File: src/rtl/ps2_scancode_rx.sv
// PS/2 device-to-host receiver: synchronise and deglitch the PS/2 lines,
// deserialise and check frames, fold 0xF0/0xE0 prefixes into flags.
module ps2_scancode_rx #(
   parameter int FILTER_LEN     = 4,
   parameter int TIMEOUT_CYCLES = 100000,
   parameter int TIMEOUT_W      = 17
) (
   input  logic       clk,
   input  logic       rst,
   input  logic       ps2_clk,
   input  logic       ps2_data,
   output logic [7:0] scancode,
   output logic       scancode_valid,
   output logic       is_break,
   output logic       is_extended,
   output logic       frame_err
);

   typedef enum logic [1:0] {
      IDLE   = 2'd0,
      DATA   = 2'd1,
      PARITY = 2'd2,
      STOP   = 2'd3
   } state_t;

   logic                 clk_s1_q, clk_s2_q;
   logic                 dat_s1_q, dat_s2_q;
   logic [3:0]           flt_cnt_q, flt_cnt_d;
   logic                 filt_clk_q, filt_clk_d;
   logic                 filt_dly_q, filt_dly_d;
   state_t               state_q, state_d;
   logic [2:0]           bit_cnt_q, bit_cnt_d;
   logic [7:0]           shift_q, shift_d;
   logic                 par_q, par_d;
   logic                 brk_pend_q, brk_pend_d;
   logic                 ext_pend_q, ext_pend_d;
   logic [TIMEOUT_W-1:0] tmo_q, tmo_d;
   logic [7:0]           code_q, code_d;
   logic                 valid_q, valid_d;
   logic                 brk_q, brk_d;
   logic                 ext_q, ext_d;
   logic                 err_q, err_d;
   logic                 fall;
   logic                 tmo_hit;
   logic                 good;

   // State register, including the two-flop synchronisers.
   always_ff @(posedge clk) begin
      if (rst) begin
         clk_s1_q   <= 1'b1;
         clk_s2_q   <= 1'b1;
         dat_s1_q   <= 1'b1;
         dat_s2_q   <= 1'b1;
         flt_cnt_q  <= '0;
         filt_clk_q <= 1'b1;
         filt_dly_q <= 1'b1;
         state_q    <= IDLE;
         bit_cnt_q  <= '0;
         shift_q    <= '0;
         par_q      <= 1'b0;
         brk_pend_q <= 1'b0;
         ext_pend_q <= 1'b0;
         tmo_q      <= '0;
         code_q     <= '0;
         valid_q    <= 1'b0;
         brk_q      <= 1'b0;
         ext_q      <= 1'b0;
         err_q      <= 1'b0;
      end else begin
         clk_s1_q   <= ps2_clk;
         clk_s2_q   <= clk_s1_q;
         dat_s1_q   <= ps2_data;
         dat_s2_q   <= dat_s1_q;
         flt_cnt_q  <= flt_cnt_d;
         filt_clk_q <= filt_clk_d;
         filt_dly_q <= filt_dly_d;
         state_q    <= state_d;
         bit_cnt_q  <= bit_cnt_d;
         shift_q    <= shift_d;
         par_q      <= par_d;
         brk_pend_q <= brk_pend_d;
         ext_pend_q <= ext_pend_d;
         tmo_q      <= tmo_d;
         code_q     <= code_d;
         valid_q    <= valid_d;
         brk_q      <= brk_d;
         ext_q      <= ext_d;
         err_q      <= err_d;
      end
   end

   // Clock deglitch filter, edge detect and frame watchdog.
   always_comb begin
      flt_cnt_d  = '0;
      filt_clk_d = filt_clk_q;
      filt_dly_d = filt_clk_q;
      if (clk_s2_q != filt_clk_q) begin
         if (flt_cnt_q == 4'(FILTER_LEN - 1)) begin
            filt_clk_d = clk_s2_q;
         end else begin
            flt_cnt_d = flt_cnt_q + 4'd1;
         end
      end
   end

   assign fall    = filt_dly_q & ~filt_clk_q;
   assign tmo_hit = (state_q != IDLE) &&
                    (tmo_q == TIMEOUT_W'(TIMEOUT_CYCLES - 1));
   assign good    = dat_s2_q & (^{shift_q, par_q});

   always_comb begin
      tmo_d = tmo_q + TIMEOUT_W'(1);
      if (fall || tmo_hit || state_q == IDLE) begin
         tmo_d = '0;
      end
   end

   // Next-state logic.
   always_comb begin
      state_d = state_q;
      if (tmo_hit) begin
         state_d = IDLE;
      end else if (fall) begin
         unique case (state_q)
            IDLE:    if (!dat_s2_q) state_d = DATA;
            DATA:    if (bit_cnt_q == 3'd7) state_d = PARITY;
            PARITY:  state_d = STOP;
            STOP:    state_d = IDLE;
            default: state_d = IDLE;
         endcase
      end
   end

   // Datapath and output logic.
   always_comb begin
      bit_cnt_d  = bit_cnt_q;
      shift_d    = shift_q;
      par_d      = par_q;
      brk_pend_d = brk_pend_q;
      ext_pend_d = ext_pend_q;
      code_d     = code_q;
      brk_d      = brk_q;
      ext_d      = ext_q;
      valid_d    = 1'b0;
      err_d      = 1'b0;
      if (tmo_hit) begin
         err_d      = 1'b1;
         brk_pend_d = 1'b0;
         ext_pend_d = 1'b0;
      end else if (fall) begin
         unique case (state_q)
            IDLE: bit_cnt_d = '0;
            DATA: begin
               shift_d   = {dat_s2_q, shift_q[7:1]};
               bit_cnt_d = bit_cnt_q + 3'd1;
            end
            PARITY: par_d = dat_s2_q;
            STOP: begin
               if (!good) begin
                  err_d      = 1'b1;
                  brk_pend_d = 1'b0;
                  ext_pend_d = 1'b0;
               end else if (shift_q == 8'hF0) begin
                  brk_pend_d = 1'b1;
               end else if (shift_q == 8'hE0) begin
                  ext_pend_d = 1'b1;
               end else begin
                  code_d     = shift_q;
                  brk_d      = brk_pend_q;
                  ext_d      = ext_pend_q;
                  valid_d    = 1'b1;
                  brk_pend_d = 1'b0;
                  ext_pend_d = 1'b0;
               end
            end
            default: bit_cnt_d = '0;
         endcase
      end
   end

   assign scancode       = code_q;
   assign scancode_valid = valid_q;
   assign is_break       = brk_q;
   assign is_extended    = ext_q;
   assign frame_err      = err_q;

endmodule
File: config.mk
export PLATFORM = sky130hd
export DESIGN_NAME = ps2_scancode_rx
export DESIGN_NICKNAME = d
export VERILOG_FILES = /design/src/rtl/ps2_scancode_rx.sv
export SDC_FILE = /design/constraint.sdc
export NUM_CORES = 1
export LEC_CHECK = 0
export CAP_MARGIN = 0
export CORE_ASPECT_RATIO = 1.25
export CORE_UTILIZATION = 49
export DETAILED_ROUTE_END_ITERATION = 12
export PLACE_DENSITY = 0.65
export SLEW_MARGIN = 30
export SYNTH_ARGS = -nofsm -noshare
export SYNTH_HDL_FRONTEND = slang
export SYNTH_SLANG_ARGS = --single-unit
File: constraint.sdc
create_clock -name clk -period 2.7 [get_ports clk]
set_input_delay 0.54 -clock clk [delete_from_list [all_inputs] [get_ports clk]]
set_output_delay 0.54 -clock clk [all_outputs]
set_load 0.01 [all_outputs]
==> results.cfg <==
[sta]
max_slew_margin_pct = 59.29
worst_pin_slew_ns = 0.6022
tns_ns = 0
clock_skew_ns = 0.01201
fin_crit_sh_pct = 92.85
hold_viol = 0
max_freq_mhz = 398.9
period_minus_slack_ns = 2.507
setup_viol = 0
rsz0062_at_grt = false
drv_slew = 0

[floorplanning]
rows = 28
die_h_um = 80.51
die_area_mm2 = 0.005217
core_area_mm2 = 0.004730
pin_count = 16
initial_core_util_pct = 51.08
die_x_um = 64.81

[critical_path]
crit_buf_inv = 2
cp_slowest_cell = or4_1
worstPathArrival_ns = 2.70
cp_cell_sequence = inv_1, ha_1, or4b_1, or4_1, nor3_1, nor3_1, buf_4, mux2i_1
critical_path_depth = 8
ff2ff_path_depth = 8
cpPeakStageDelay_ns = 0.50
required_ns = 2.89
cp-start-kind = register
setup.worst_path.end_class = register
crit_fanout = 8
cp_top_family = simple AND/OR/NAND/NOR gates
critical_path.most_common_cell = nor3_1
critical_path_class = register to register

[drt]
drc_errors = 0
antenna_left = 0
post_drt_wl_per_cell_um = 12.44
wirelength_mm = 4.205
vias = 1744
viasPerCell = 5.160
drt_pass1_iterations = 4
drtIter0Drc = 65

[synth]
syn_inst = 258
ys_ff_latch = 55
synth_cell_types = 40
yosys_warnings = 0
synth_nets = 271
synthTopCellsByCount = dfxtp_1 (55), nor2_1 (40), nand2_1 (24), mux2i_1 (19), xor2_1 (13)
synth_top_cell_by_area = dfxtp_1
yosys-top-cells-area = dfxtp_1 (46%), mux2i_1 (7.9%), nor2_1 (6.2%), xor2_1 (4.7%), ha_1 (4.7%)
netlist_area_mm2 = 0.002416
seq_area_frac_synth_pct = 45.57
synth_edf_count = 0
synth-async-reset-ratio_pct = 0
ys.flop_type = dfxtp_1
yosys.area.top_type_share_pct = 45.57
syn_avg_cell_area_um2 = 9.365
synth_most_common_cell = dfxtp_1

[pwr]
seqPwrFrac_pct = 63.0
swShare_pct = 20.17
internal_power_w = 0.001033
vdd.ir_drop.worst_mv = 0.2256
power_w = 0.001295
p_leak_nw = 1.018
power_density_mw_per_mm2 = 476.4
p_clk_share_pct = 35.3
p_comb_share_pct = 1.7
net-switching-power_w = 0.0002611

[global_route]
grt_max_degree = 22
grt_pass1_vias = 1681
grt_pass1_wl_mm = 7.486
overflow = 0
grt_usage_pct = 18.57
antenna_found_initial = 0

[final_layout]
diodes = 0
drive_above_1_share_pct = 8.633
nets = 290
nFillCells = 437
synthToLayoutAreaGrowth_pct = 12.48
instances_no_fill = 338

[min_path]
hold_class = register to register
holdPathStages = 1

[clocking]
cts_root_buffer = clkbuf_8
cts_buffers = 5
cts_setup_buffers = 0
hold_buffers = 0
cts.htree.levels = 2
cts_resized = 0
cts.sinks = 55
cts_tree = done
clkLatencyLatePin_ns = 0.30
clock_path_buffers = 2
clk_pin_slew_ns = 0.09

[job]
maxCapViolations = 0

[placement]
hpwl_mm = 3.101
dp.cells = 330
io_buffers = 15
gp_congestion = 0.8066

[run_status]
status = finished, final reports clean
[power by group through the flow]
stage               clock, W  combinational [W]  sequential (W)
CTS                 0.000475          0.0000224        0.000816
global route        0.000512          0.0000248        0.000817
floorplan                  0          0.0000124        0.000834
detailed placement         0          0.0000223        0.000835
finish              0.000457          0.0000219        0.000816
global placement           0          0.0000220        0.000835
[routing by layer]
layer	up-vias	track usage [%]	share of wire, %
li1	904	-	-
met1	803	20.03	44
met2	27	34.58	52
met3	10	4.261	2.5
met4	0	6.667	2.0
met5	-	0	0
[cell usage in the layout (no fill, tap or decap), types with 2 or more instances in the layout]
master	netlist	final
inv_1	8	8
nand2_1	24	24
mux2i_1	19	19
ha_1	9	9
dfxtp_1	55	55
nand2b_1	2	2
buf_4	1	6
or4b_4	2	2
or3_1	3	3
and3_1	2	2
nand4_1	8	8
or4_1	2	2
xnor2_1	12	12
o21ai_0	5	5
or2_2	6	6
nor2_1	40	40
nor3_1	4	4
clkbuf_8	0	6
clkdlybuf4s50_1	0	15
nand3_1	10	10
a21oi_1	7	7
xor2_1	13	13
and2_1	2	2
[cells by family (layout without fill, tap and decap cells)]
family | after synthesis | count (layout) | synth area share, %
AO/OA/AOI/OAI | 19 | 19 | 5.075
XOR/XNOR | 26 | 26 | 9.995
adder cells (fa/ha/maj) | 9 | 9 | 4.661
buffers and inverters | 18 | 38 | 4.039
flip-flops | 55 | 55 | 45.57
multiplexers | 19 | 19 | 7.871
AND/OR/NAND/NOR | 112 | 112 | 22.79
[flip-flops by register name, indices dropped and copies added, names as in the netlist]
name / flops
state_q: 2
filt_clk_q: 1
scancode_valid: 1
frame_err: 1
dat_s2_q: 1
tmo_q: 17
filt_dly_q: 1
par_q: 1
shift_q: 8
dat_s1_q: 1
clk_s2_q: 1
ext_pend_q: 1
flt_cnt_q: 4
scancode: 8
is_break: 1
is_extended: 1
bit_cnt_q: 3
brk_pend_q: 1
clk_s1_q: 1
[stage by stage]
step                      hold WS, ns  utilization [%]  setup slack (ns)  instance area, µm²
after CTS                      0.4206            57.46            0.1763                2718
final                          0.4148            57.46            0.1931                2718
after global routing           0.4500            57.46           0.03491                2718
after floorplan                0.3895                -            0.3140                2416
after detailed placement       0.3983            55.45            0.1777                2623
after global placement         0.3920            55.45            0.2376                2623
[worst register-to-register path, stage by stage, from the launching register on]
cell and delay (ns):
dfxtp_1 0.36, inv_1 0.09, ha_1 0.24, or4b_1 0.49, or4_1 0.50, nor3_1 0.26
nor3_1 0.13, buf_4 0.20, mux2i_1 0.13
[layout make-up]
cell class / instances / area (µm²) / share of cell area, %
inverters: 9 / 33.78 / 1.243
flip-flops and latches: 55 / 1101 / 40.52
well taps: 60 / 75.07 / 2.762
multi-input cells: 185 / 1217 / 44.80
repair buffers: 21 / 195.2 / 7.182
clock buffers: 7 / 86.33 / 3.177
clock inverters: 1 / 8.758 / 0.3223
[final timing paths]
kind | from | to | slack [ns]
min reg2reg | clk_s1_q$_SDFF_PP1_ | clk_s2_q$_SDFF_PP1_ | 0.41
min | clk_s1_q$_SDFF_PP1_ | clk_s2_q$_SDFF_PP1_ | 0.41
max | state_q[0]$_SDFFE_PP0P_ | scancode[2]$_SDFFE_PP0P_ | 0.19
max reg2reg | state_q[0]$_SDFFE_PP0P_ | scancode[2]$_SDFFE_PP0P_ | 0.19
Note: power is estimated with default switching activity, not from simulation.
